## src/rtl/div_share_scheduler.sv

```systemverilog
// Shares one pipelined divider between the pan and tilt angle paths: round-robin
// grant, operand ordering so the quotient stays <= 1, and result routing by owner.
module div_share_scheduler #(
    parameter int OPW     = 12,
    parameter int QW      = 12,
    parameter int RW      = 8,
    parameter int TIMEOUT = 64
) (
    input  logic           clk,
    input  logic           reset,
    input  logic           pan_req,
    input  logic [OPW-1:0] pan_a,
    input  logic [OPW-1:0] pan_b,
    output logic           pan_ack,
    input  logic           tilt_req,
    input  logic [OPW-1:0] tilt_a,
    input  logic [OPW-1:0] tilt_b,
    output logic           tilt_ack,
    output logic           div_start,
    output logic [OPW-1:0] div_dividend,
    output logic [OPW-1:0] div_divisor,
    input  logic           div_ready,
    input  logic [QW-1:0]  div_quotient,
    input  logic [RW-1:0]  div_remainder,
    output logic           res_valid,
    output logic           res_owner,
    output logic [QW-1:0]  res_quotient,
    output logic [RW-1:0]  res_remainder,
    output logic           res_a_greater,
    output logic           div_timeout,
    output logic           busy
);

    localparam int CW = $clog2(TIMEOUT);
    localparam logic [CW-1:0] WAIT_LAST = CW'(TIMEOUT - 1);

    typedef enum logic [2:0] {
        S_IDLE,
        S_LOAD,
        S_WAIT,
        S_DONE,
        S_ZERO
    } state_t;

    state_t          state;
    logic            last_grant;   // 0 = pan, 1 = tilt
    logic            owner;
    logic            a_greater;
    logic [CW-1:0]   wait_cnt;

    logic            grant_valid;
    logic            grant_owner;
    logic [OPW-1:0]  grant_a;
    logic [OPW-1:0]  grant_b;

    // Round-robin: a tie goes to the path that was not served last.
    always_comb begin
        grant_valid = pan_req | tilt_req;
        grant_owner = (pan_req && tilt_req) ? ~last_grant : tilt_req;
        grant_a     = grant_owner ? tilt_a : pan_a;
        grant_b     = grant_owner ? tilt_b : pan_b;
    end

    // NOTE: every output is a flop; pulse outputs default low each cycle and are
    // raised on the transition into the state that owns them.
    always_ff @(posedge clk) begin
        if (reset) begin
            state         <= S_IDLE;
            last_grant    <= 1'b1;
            owner         <= 1'b0;
            a_greater     <= 1'b0;
            wait_cnt      <= '0;
            pan_ack       <= 1'b0;
            tilt_ack      <= 1'b0;
            div_start     <= 1'b0;
            div_dividend  <= '0;
            div_divisor   <= '0;
            res_valid     <= 1'b0;
            res_owner     <= 1'b0;
            res_quotient  <= '0;
            res_remainder <= '0;
            res_a_greater <= 1'b0;
            div_timeout   <= 1'b0;
            busy          <= 1'b0;
        end else begin
            pan_ack     <= 1'b0;
            tilt_ack    <= 1'b0;
            div_start   <= 1'b0;
            res_valid   <= 1'b0;
            div_timeout <= 1'b0;

            case (state)
                S_IDLE: begin
                    if (grant_valid) begin
                        owner      <= grant_owner;
                        last_grant <= grant_owner;
                        pan_ack    <= ~grant_owner;
                        tilt_ack   <= grant_owner;
                        busy       <= 1'b1;
                        if (grant_a == '0 && grant_b == '0) begin
                            state <= S_ZERO;
                        end else begin
                            state        <= S_LOAD;
                            div_start    <= 1'b1;
                            a_greater    <= (grant_a > grant_b);
                            div_dividend <= (grant_a > grant_b) ? grant_b : grant_a;
                            div_divisor  <= (grant_a > grant_b) ? grant_a : grant_b;
                        end
                    end
                end

                S_LOAD: begin
                    wait_cnt <= '0;
                    state    <= S_WAIT;
                end

                S_WAIT: begin
                    // A result in the final WAIT cycle still wins over the abort.
                    if (div_ready) begin
                        res_valid     <= 1'b1;
                        res_owner     <= owner;
                        res_quotient  <= div_quotient;
                        res_remainder <= div_remainder;
                        res_a_greater <= a_greater;
                        state         <= S_DONE;
                    end else if (wait_cnt == WAIT_LAST) begin
                        div_timeout <= 1'b1;
                        busy        <= 1'b0;
                        state       <= S_IDLE;
                    end else begin
                        wait_cnt <= wait_cnt + 1'b1;
                    end
                end

                S_ZERO: begin
                    res_valid     <= 1'b1;
                    res_owner     <= owner;
                    res_quotient  <= '0;
                    res_remainder <= '0;
                    res_a_greater <= 1'b0;
                    state         <= S_DONE;
                end

                S_DONE: begin
                    busy  <= 1'b0;
                    state <= S_IDLE;
                end

                default: begin
                    busy  <= 1'b0;
                    state <= S_IDLE;
                end
            endcase
        end
    end

endmodule

```

## config.mk

```make
export PLATFORM = sky130hd
export DESIGN_NAME = div_share_scheduler
export DESIGN_NICKNAME = d
export VERILOG_FILES = /design/src/rtl/div_share_scheduler.sv
export SDC_FILE = /design/constraint.sdc
export NUM_CORES = 1
export LEC_CHECK = 0
export CORE_MARGIN = 4
export CORE_UTILIZATION = 40
export DETAILED_ROUTE_END_ITERATION = 7
export PLACE_DENSITY = 0.8
export SYNTH_ARGS = -nofsm -noshare
export SYNTH_HDL_FRONTEND = slang
export SYNTH_SLANG_ARGS = --single-unit
```

## constraint.sdc

```tcl
create_clock -name clk -period 4.16 [get_ports clk]
set_input_delay 0.624 -clock clk [delete_from_list [all_inputs] [get_ports clk]]
set_output_delay 0.624 -clock clk [all_outputs]
set_load 0.02 [all_outputs]
```

==> flow_summary.toml <==
[outcome]
outcome = "complete, no violations"

[layout]
insertedDiodeCount = 0
area_growth_pct = 41.5
fin_area_mm2 = 0.00545
drive_gt1_frac = 0.107
layout_commonest_cell = "clkdlybuf4s50_1"
nFillCells = 848
fin_nets = 669
layout_common_cells = "clkdlybuf4s50_1, dfxtp_1, a21oi_1, nand2_1, nor3_1"

[logic_synthesis]
ys_warn_count = 0
ys.flop_type = "dfxtp_1"
synth_mux_area_frac = 0.0845
synth-seq-area-share = 0.333
yosys.area.top_type = "dfxtp_1"
synth_top_family_by_area = "simple AND/OR/NAND/NOR gates"
syn_nets = 554
synth.top_cell.area_share = 0.333
synthAdderAreaFrac = 0.0422
synthXorXnorAreaFrac = 0.00910
synth_edf_count = 0
synth_area_mm2 = 0.00385
ys_ff_latch = 64
yosys.cell_types.count = 44
synth_area_leaders = "dfxtp_1, a21oi_1, mux2_2, a41oi_1, nand2_1"
avgSynthCellArea_um2 = 8.23
yosys.area_share.simple = 0.239
synth_compound_area_frac = 0.235
synthCells = 468
async_flop_share = 0

[drt]
drtAntennaViolNets = 0
via_per_inst = 5.53
vias = 3967
routedWlPerCell_um = 16.8
drc_errors = 0
drtIter0Drc = 208
drt_wl_total_um = 12100
first_pass_iters = 5

[clock_network]
clkSinkCount = 64
post_cts_buffers = 0
cts_tree = "yes"
cts_htree_levels = 3
holdBufCountCts = 0
cts_buffer_depth = 2
clockRootBuffer = "clkbuf_8"
cts_buffers = 9
ctsResizeCount = 0
clkSlewWorstSetupHoldPaths_ns = 0.08
clk_latency_ns = 0.35

[critical_path]
crit_type = "in2reg"
critPathLaunch = "tilt_req"
required_ns = 4.42
r2r-start = "last_grant$_SDFFE_PP1P_"
crit_chain = "clkdlybuf4s50_1, a21boi_4, buf_12, mux2_2, ha_1, nand2_1, o21ai_0, or3_1, a21oi_1, o31ai_1"
worst_ep_arrival_time_ns = 4.00
crit_slowest_cell = "or3_1"
critPathBufInv = 2
slowest_delay_ns = 0.70
cp_max_fo = 26
startpoint_type = "input pin"
end_kind = "flip-flop"
cpLargestDelayFamily = "compound AO/OA/AOI/OAI gates"

[global_route]
grt_pass1_wl_um = 19400
grt_use_total = 0.213
grt_max_degree = 32
grt_pass1_vias = 4049
overflow = 0
antenna_found_initial = 0

[job]
drv_cap = 0

[power_and_ir_drop]
power_density_mw_per_mm2 = 414
ir_worst_vdd_mv = 0.204
leakage_nw = 1.96

[timing]
tns_ns = 0
rsz0062_at_grt = "no"
fin_skew_ns = 0.00942
max_freq_mhz = 268
finalSetupViolations = 0
min_period_over_period = 0.898
hold_violations = 0
slew_violations = 0
max_slew_margin = 0.336
worst_pin_slew_ns = 0.993
period_needed_ns = 3.74

[min_path]
min-delay-start = "res_remainder[4]$_SDFFE_PP0P_"
hold_path.class = "reg2reg"

[floorplanning]
io_pins = 125
core_mm2 = 0.00933
rows = 35
dieWidth_um = 106
start_util = 0.413
die_h_um = 106
die_area_mm2 = 0.0113

[placement]
globalplace.congestion = 0.983
hpwl_um = 9170
port_buffers = 124
place_area_mm2 = 0.00522
cells in the mapped netlist (13+ instances only):
| master | instances |
|---|---|
| a21oi_1 | 57 |
| a41oi_1 | 24 |
| and2_1 | 25 |
| clkbuf_1 | 26 |
| dfxtp_1 | 64 |
| ha_1 | 13 |
| inv_1 | 17 |
| mux2_2 | 24 |
| nand2_1 | 50 |
| nor2b_1 | 26 |
| nor3_1 | 29 |
| o31ai_1 | 24 |
power breakdown:
part | internal (mW) | switching, mW | total (mW)
sequential | 0.703 | 0.0552 | 0.758
combinational | 0.402 | 0.484 | 0.885
clock | 0.344 | 0.270 | 0.614
total | 1.45 | 0.809 | 2.26
layer usage:
layer | up-vias | share of wire | global-route usage
met1 | 1860 | 0.43 | 0.249
met3 | 32 | 0.059 | 0.0571
li1 | 1934 | - | -
met4 | 0 | 0.026 | 0.0916
met2 | 141 | 0.49 | 0.366
met5 | - | 0 | 0
state kept, by name (all words and copies together), names as in the netlist:
signal	flops
div_start	1
res_owner	1
res_remainder	8
res_a_greater	1
tilt_ack	1
state	3
wait_cnt	6
div_dividend	12
a_greater	1
res_valid	1
last_grant	1
div_divisor	12
res_quotient	12
div_timeout	1
busy	1
owner	1
pan_ack	1
per-stage QoR:
stage           util  hold slack, ns  worst slack (ns)  total power [mW]  cells
5_1_grt        0.584           0.477             0.134              2.38    717
6_report       0.584           0.456             0.422              2.26    717
4_1_cts        0.584           0.459             0.457              2.27    717
3_3_place_gp   0.560           0.438             0.213              1.64    701
3_5_place_dp   0.560           0.446             0.104              1.65    701
2_1_floorplan      -           0.427             0.694              1.29    468
worst paths after layout:
| check | slack, ns | depth (start not counted) | end |
|---|---|---|---|
| setup / recovery | 0.42 | 10 | div_divisor[1]$_SDFFE_PP0P_ |
| hold / removal | 0.46 | 2 | res_remainder[4]$_SDFFE_PP0P_ |
| setup reg to reg | 0.95 | 9 | div_divisor[1]$_SDFFE_PP0P_ |
| hold reg to reg | 0.46 | 2 | res_remainder[4]$_SDFFE_PP0P_ |
area by class of cell:
cell class / instances / area, µm² / share of cell area
Clock inverter: 7 / 104 / 0.0191
Inverter: 17 / 63.8 / 0.0117
Sequential cell: 64 / 1280 / 0.235
Timing Repair Buffer: 138 / 1360 / 0.249
Clock buffer: 9 / 124 / 0.0227
Tap cell: 129 / 161 / 0.0296
Multi-Input combinational cell: 353 / 2360 / 0.432
worst reg2reg max path, delay by kind of cell (launching register included):
kind	cells	cell delay, ns
AND/OR/NAND/NOR	2	0.75
flip-flops	1	0.34
adder cells (fa/ha/maj)	1	0.33
buffers and inverters	1	0.22
multiplexers	1	0.41
AO/OA/AOI/OAI	4	1.08
cell families (layout without fill, tap and decap cells):
| kind of cell | count (synthesis) | in the layout |
|---|---|---|
| adders and majority gates | 13 | 13 |
| AOI/OAI and AO/OA | 134 | 134 |
| DFF | 64 | 64 |
| buffers and inverters | 51 | 171 |
| and+or+nand+nor | 173 | 173 |
| xor gates and xnor gates | 4 | 4 |
| muxes | 29 | 29 |
Note: power is estimated with default switching activity, not from simulation.
==> RTL edit 1, RTL diff (same flow settings) <==
Add an input register stage for `div_ready`, `div_quotient` and `div_remainder`; this delays them by one clock. The other inputs are not delayed to match.
--- a/src/rtl/div_share_scheduler.sv
+++ b/src/rtl/div_share_scheduler.sv
@@ -41,6 +41,16 @@
         S_DONE,
         S_ZERO
     } state_t;
+
+    logic div_ready_q;
+    logic [QW-1:0] div_quotient_q;
+    logic [RW-1:0] div_remainder_q;
+
+    always_ff @(posedge clk) begin
+        div_ready_q     <= div_ready;
+        div_quotient_q  <= div_quotient;
+        div_remainder_q <= div_remainder;
+    end
 
     state_t          state;
     logic            last_grant;   // 0 = pan, 1 = tilt
@@ -116,11 +126,11 @@
 
                 S_WAIT: begin
                     // A result in the final WAIT cycle still wins over the abort.
-                    if (div_ready) begin
+                    if (div_ready_q) begin
                         res_valid     <= 1'b1;
                         res_owner     <= owner;
-                        res_quotient  <= div_quotient;
-                        res_remainder <= div_remainder;
+                        res_quotient  <= div_quotient_q;
+                        res_remainder <= div_remainder_q;
                         res_a_greater <= a_greater;
                         state         <= S_DONE;
                     end else if (wait_cnt == WAIT_LAST) begin
Check against the original RTL: not equivalent (a bounded check fails within 4 cycles, from zero or initial values and one cycle with reset high).
==> RTL edit 1 against the original RTL <==
Register-to-register slack better by 30 ps. Largest power group is now registers. Total power is 6.4% higher. Sequential cell count is 21 higher. Synthesized area is 10% higher. Worst setup slack better by 42 ps. Wire length is 0.42% higher. Final area is 6.3% higher. Critical path type unchanged. Global-route usage is 2.1 points lower.
==> RTL edit 1: results (changes against the original RTL) <==
The run finished with clean final reports. The detailed-routing iteration count for the pre-antenna-repair pass came out at 4 (-1). The logs give 225 uV (+10%) for the worst IR drop on VDD and 0.335 (-0.0307) for the global-route met2 utilization. The first-pass GRT wire length was 19700 um (+1.2%). The overall via count from detail_route was 4119 (+3.8%). The number of placed instances with taps included is 730 (+4.1%). Distinct cell type count after synthesis: 46 (+4.5%). The tools report the global placer's final weighted congestion as 0.858 (-13%). The final layout net count is 691 (+3.3%), and the fraction of synthesized area in multiplexers is 0.0736 (-0.0109). Counting instances in the post-synthesis netlist gives the leading cell types as sky130_fd_sc_hd__dfxtp_1, sky130_fd_sc_hd__a21oi_1, sky130_fd_sc_hd__nand2_1. The run gives 0.229 (-0.0198) as the met1 track demand over resource in global routing.

The run gives 0.354 (+0.0178) as the headroom to the max-slew limit. The clock network power is 522 uW (-15%). The synthesized-area fraction occupied by xor and xnor cells came out at 0.00824 (-0.000857).

The share of final-layout standard cells stronger than drive strength 1 is 0.102 (-0.00534). The tools report the final cell count without fillers as 745 (+3.9%). The post-synthesis share of cell area spent on full adders, half adders and majority gates was 0.0383 (-0.00398); the maximum number of pins on one net before global-route repair was 31 (-3.1%). Complex-gate fraction of the synthesized area: 0.208 (-0.0274).

The tools report the critical path arrival as 3960 ps (-40 ps). The HPWL after detailed placement was 9010 um (-1.7%). The total global-route track usage came out at 0.193 (-0.0205). The met3 layer usage reported by global route was 0.0497 (-0.00740); the largest fanout on the critical path was 30 (+15%).
==> RTL edit 1: cell count changes in the layout (fill, tap and decap cells not counted), sizes merged, moves of 3 or more <==
cell    before  now
dfxtp       64   85
nor2        11   16
clkinv       1    4
inv         19   16
==> RTL edit 1: worst max-delay path, delay by kind of cell <==
family / cells / cell delay (ps)
fa+ha+maj: 1 / 340
mux: 1 / 410
compound gates: 4 / 1050
buf+inv: 2 / 730
simple gates: 2 / 790
==> RTL edit 1: final timing paths <==
check                           slack (ps)                           end  cells past startpoint                 startpoint
worst max-delay path                   460  div_dividend[9]$_SDFFE_PP0P_                     10                   tilt_req
worst max register to register         980  div_dividend[9]$_SDFFE_PP0P_                      9    last_grant$_SDFFE_PP1P_
worst min register to register         440  res_quotient[5]$_SDFFE_PP0P_                      2  div_quotient_q[5]$_DFF_P_
worst min-delay path                   440  res_quotient[5]$_SDFFE_PP0P_                      2  div_quotient_q[5]$_DFF_P_
==> RTL edit 1: area by class of cell <==
class | instances | area (sq um)
clock inverter | 6 | 50.0
tap | 136 | 170
fill | 921 | 4530
timing repair buffer | 137 | 1350
multi-input combinational | 357 | 2340
inverter | 15 | 56.3
clock buffer | 9 | 124
sequential | 85 | 1700
==> RTL edit 1: per-stage QoR <==
step	power (uW)	area [sq um]	utilization	hold slack [ps]
2_1_floorplan	1520	4250	-	417
3_3_place_gp	1870	5620	0.544	423
3_5_place_dp	1900	5620	0.544	427
4_1_cts	2420	5790	0.561	440
5_1_grt	2530	5790	0.561	455
6_report	2400	5790	0.561	440
==> RTL edit 1: routing by layer <==
layer / vias up / share of wire / wire length, um
met5: - / 0 / 0
met4: 0 / 0.024 / 285
met3: 22 / 0.079 / 951
met2: 174 / 0.49 / 5990
met1: 1913 / 0.40 / 4890
li1: 2010 / - / -
==> RTL edit 2, RTL diff (same flow settings) <==
Made on the original files. The parameter `RW` goes from 8 to 9.
--- a/src/rtl/div_share_scheduler.sv
+++ b/src/rtl/div_share_scheduler.sv
@@ -3,7 +3,7 @@
 module div_share_scheduler #(
     parameter int OPW     = 12,
     parameter int QW      = 12,
-    parameter int RW      = 8,
+    parameter int RW      = 9,
     parameter int TIMEOUT = 64
 ) (
     input  logic           clk,
Ports: changed (resized div_remainder and res_remainder); port bits go from 125 to 127. The function was not compared with the original's and may differ.
==> RTL edit 2 against the original RTL <==
Worst setup slack improved by 160 ps. Cell count is 0.70% higher. Total power decreased by 5.3%. Sequential cell count grew 1. Synthesized area is 1.3% higher. Sequential share of layout area rose by 0.42 points. Maximum frequency rose by 4.4%. Via count grew 0.91%. Wire length grew 0.62%. Clock skew rose by 5.5 ps. Final area decreased by 0.21%. Worst hold slack got worse by 3.1 ps.
==> RTL edit 2: results (changes against the original RTL) <==
The flow ran to the end, and the final reports show no timing, DRC or antenna violations. The total nets after synthesis came out at 561 (+1.3%). The routed length per instance was 16.8 um (about the same); the number of buffers inserted by post-CTS setup repair was 0 (unchanged). The violation count after the first detailed-routing iteration was 271 (+30%). The count of buffers inserted at the top-level ports came out at 126 (+1.6%).

After synthesis, the most frequently instantiated cells are sky130_fd_sc_hd__dfxtp_1, sky130_fd_sc_hd__a21oi_1, sky130_fd_sc_hd__nand2_1. The logs give 159 uV (-22%) for the worst IR drop on VDD and 722 (+0.70%) for the final cell count without fillers. The headroom to the max-slew limit came out at 0.480 (+0.144).

The logs give 5280 sq um (+1.0%) for the cell area after placement and 14.9 ps (+5.53 ps) for the setup skew after layout. For this design, the slowest cell found on the critical path is sky130_fd_sc_hd__clkdlybuf4s50_1. The first-pass GRT wire length was 19400 um (-0.32%).

For the global placer's final weighted congestion, the log shows 0.946 (-3.8%). The number of placed instances with taps included is 706 (+0.71%). For the fraction of the yosys area taken by sequential cells, the log shows 0.334 (+0.000971).

The cell leakage power was 0.00195 uW (-0.67%); the maximum single-stage delay on the critical path was 530 ps (-170 ps). The logs give 4003 (+0.91%) for the overall via count from detail_route and 4 (-1) for the detailed-routing iteration count for the pre-antenna-repair pass. Critical path arrival: 3840 ps (-160 ps). The synthesized area divided by synthesized cell count works out to 8.23 sq um (about the same). The HPWL after detailed placement is 9140 um (-0.29%), and the pre-CTS setup slack is 260 ps (+156 ps).

Broken down by cell family, the worst path's largest delay share belongs to buffers and inverters. By area the synthesized netlist is led by sky130_fd_sc_hd__dfxtp_1, sky130_fd_sc_hd__a21oi_1, sky130_fd_sc_hd__mux2_2. The distinct cell type count after synthesis came out at 45 (+2.3%).

The share of final-layout standard cells stronger than drive strength 1 is 0.103 (-0.00428), and the largest fanout on the critical path is 31 (+19%). The final layout net count is 675 (+0.90%), and the via count of the first global-routing pass is 3965 (-2.1%). The total global-route track usage is 0.210 (-0.00316).
RTL edit 2: layout make-up:
class	count	area, sq um
Fill cell	886	3930
Multi-Input combinational cell	357	2380
Timing Repair Buffer	139	1370
Sequential cell	65	1300
Tap cell	129	161
Clock buffer	10	128
Inverter	16	60.1
Clock inverter	6	35.0
RTL edit 2: worst paths after layout:
check,startpoint,end,slack (ps),cells past startpoint
worst min register to register,res_remainder[7]$_SDFFE_PP0P_,res_remainder[7]$_SDFFE_PP0P_,450,2
worst max register to register,last_grant$_SDFFE_PP1P_,div_dividend[3]$_SDFFE_PP0P_,1100,10
worst min-delay path,res_remainder[7]$_SDFFE_PP0P_,res_remainder[7]$_SDFFE_PP0P_,450,2
worst max-delay path,tilt_req,div_dividend[3]$_SDFFE_PP0P_,580,11
RTL edit 2: where the power goes:
part / total (uW) / leakage, uW / switching [uW] / internal [uW]
clock network: 460 / 0.0000818 / 248 / 212
logic: 905 / 0.00134 / 495 / 410
registers: 773 / 0.000531 / 59.4 / 714
total: 2140 / 0.00195 / 802 / 1340
RTL edit 2: layer usage:
layer	track usage	part of all wire	vias to the layer above
met3	0.0512	0.078	23
met2	0.350	0.48	167
met5	0	0	-
li1	-	-	1951
met4	0.0822	0.024	0
met1	0.261	0.42	1862
RTL edit 2: cell families after synthesis:
group | after synthesis | synth area share
DFF | 65 | 0.334
muxes | 29 | 0.0834
xor gates and xnor gates | 3 | 0.00674
adders and majority gates | 13 | 0.0417
and+or+nand+nor | 176 | 0.242
AOI/OAI and AO/OA | 136 | 0.236
buffers and inverters | 52 | 0.0571
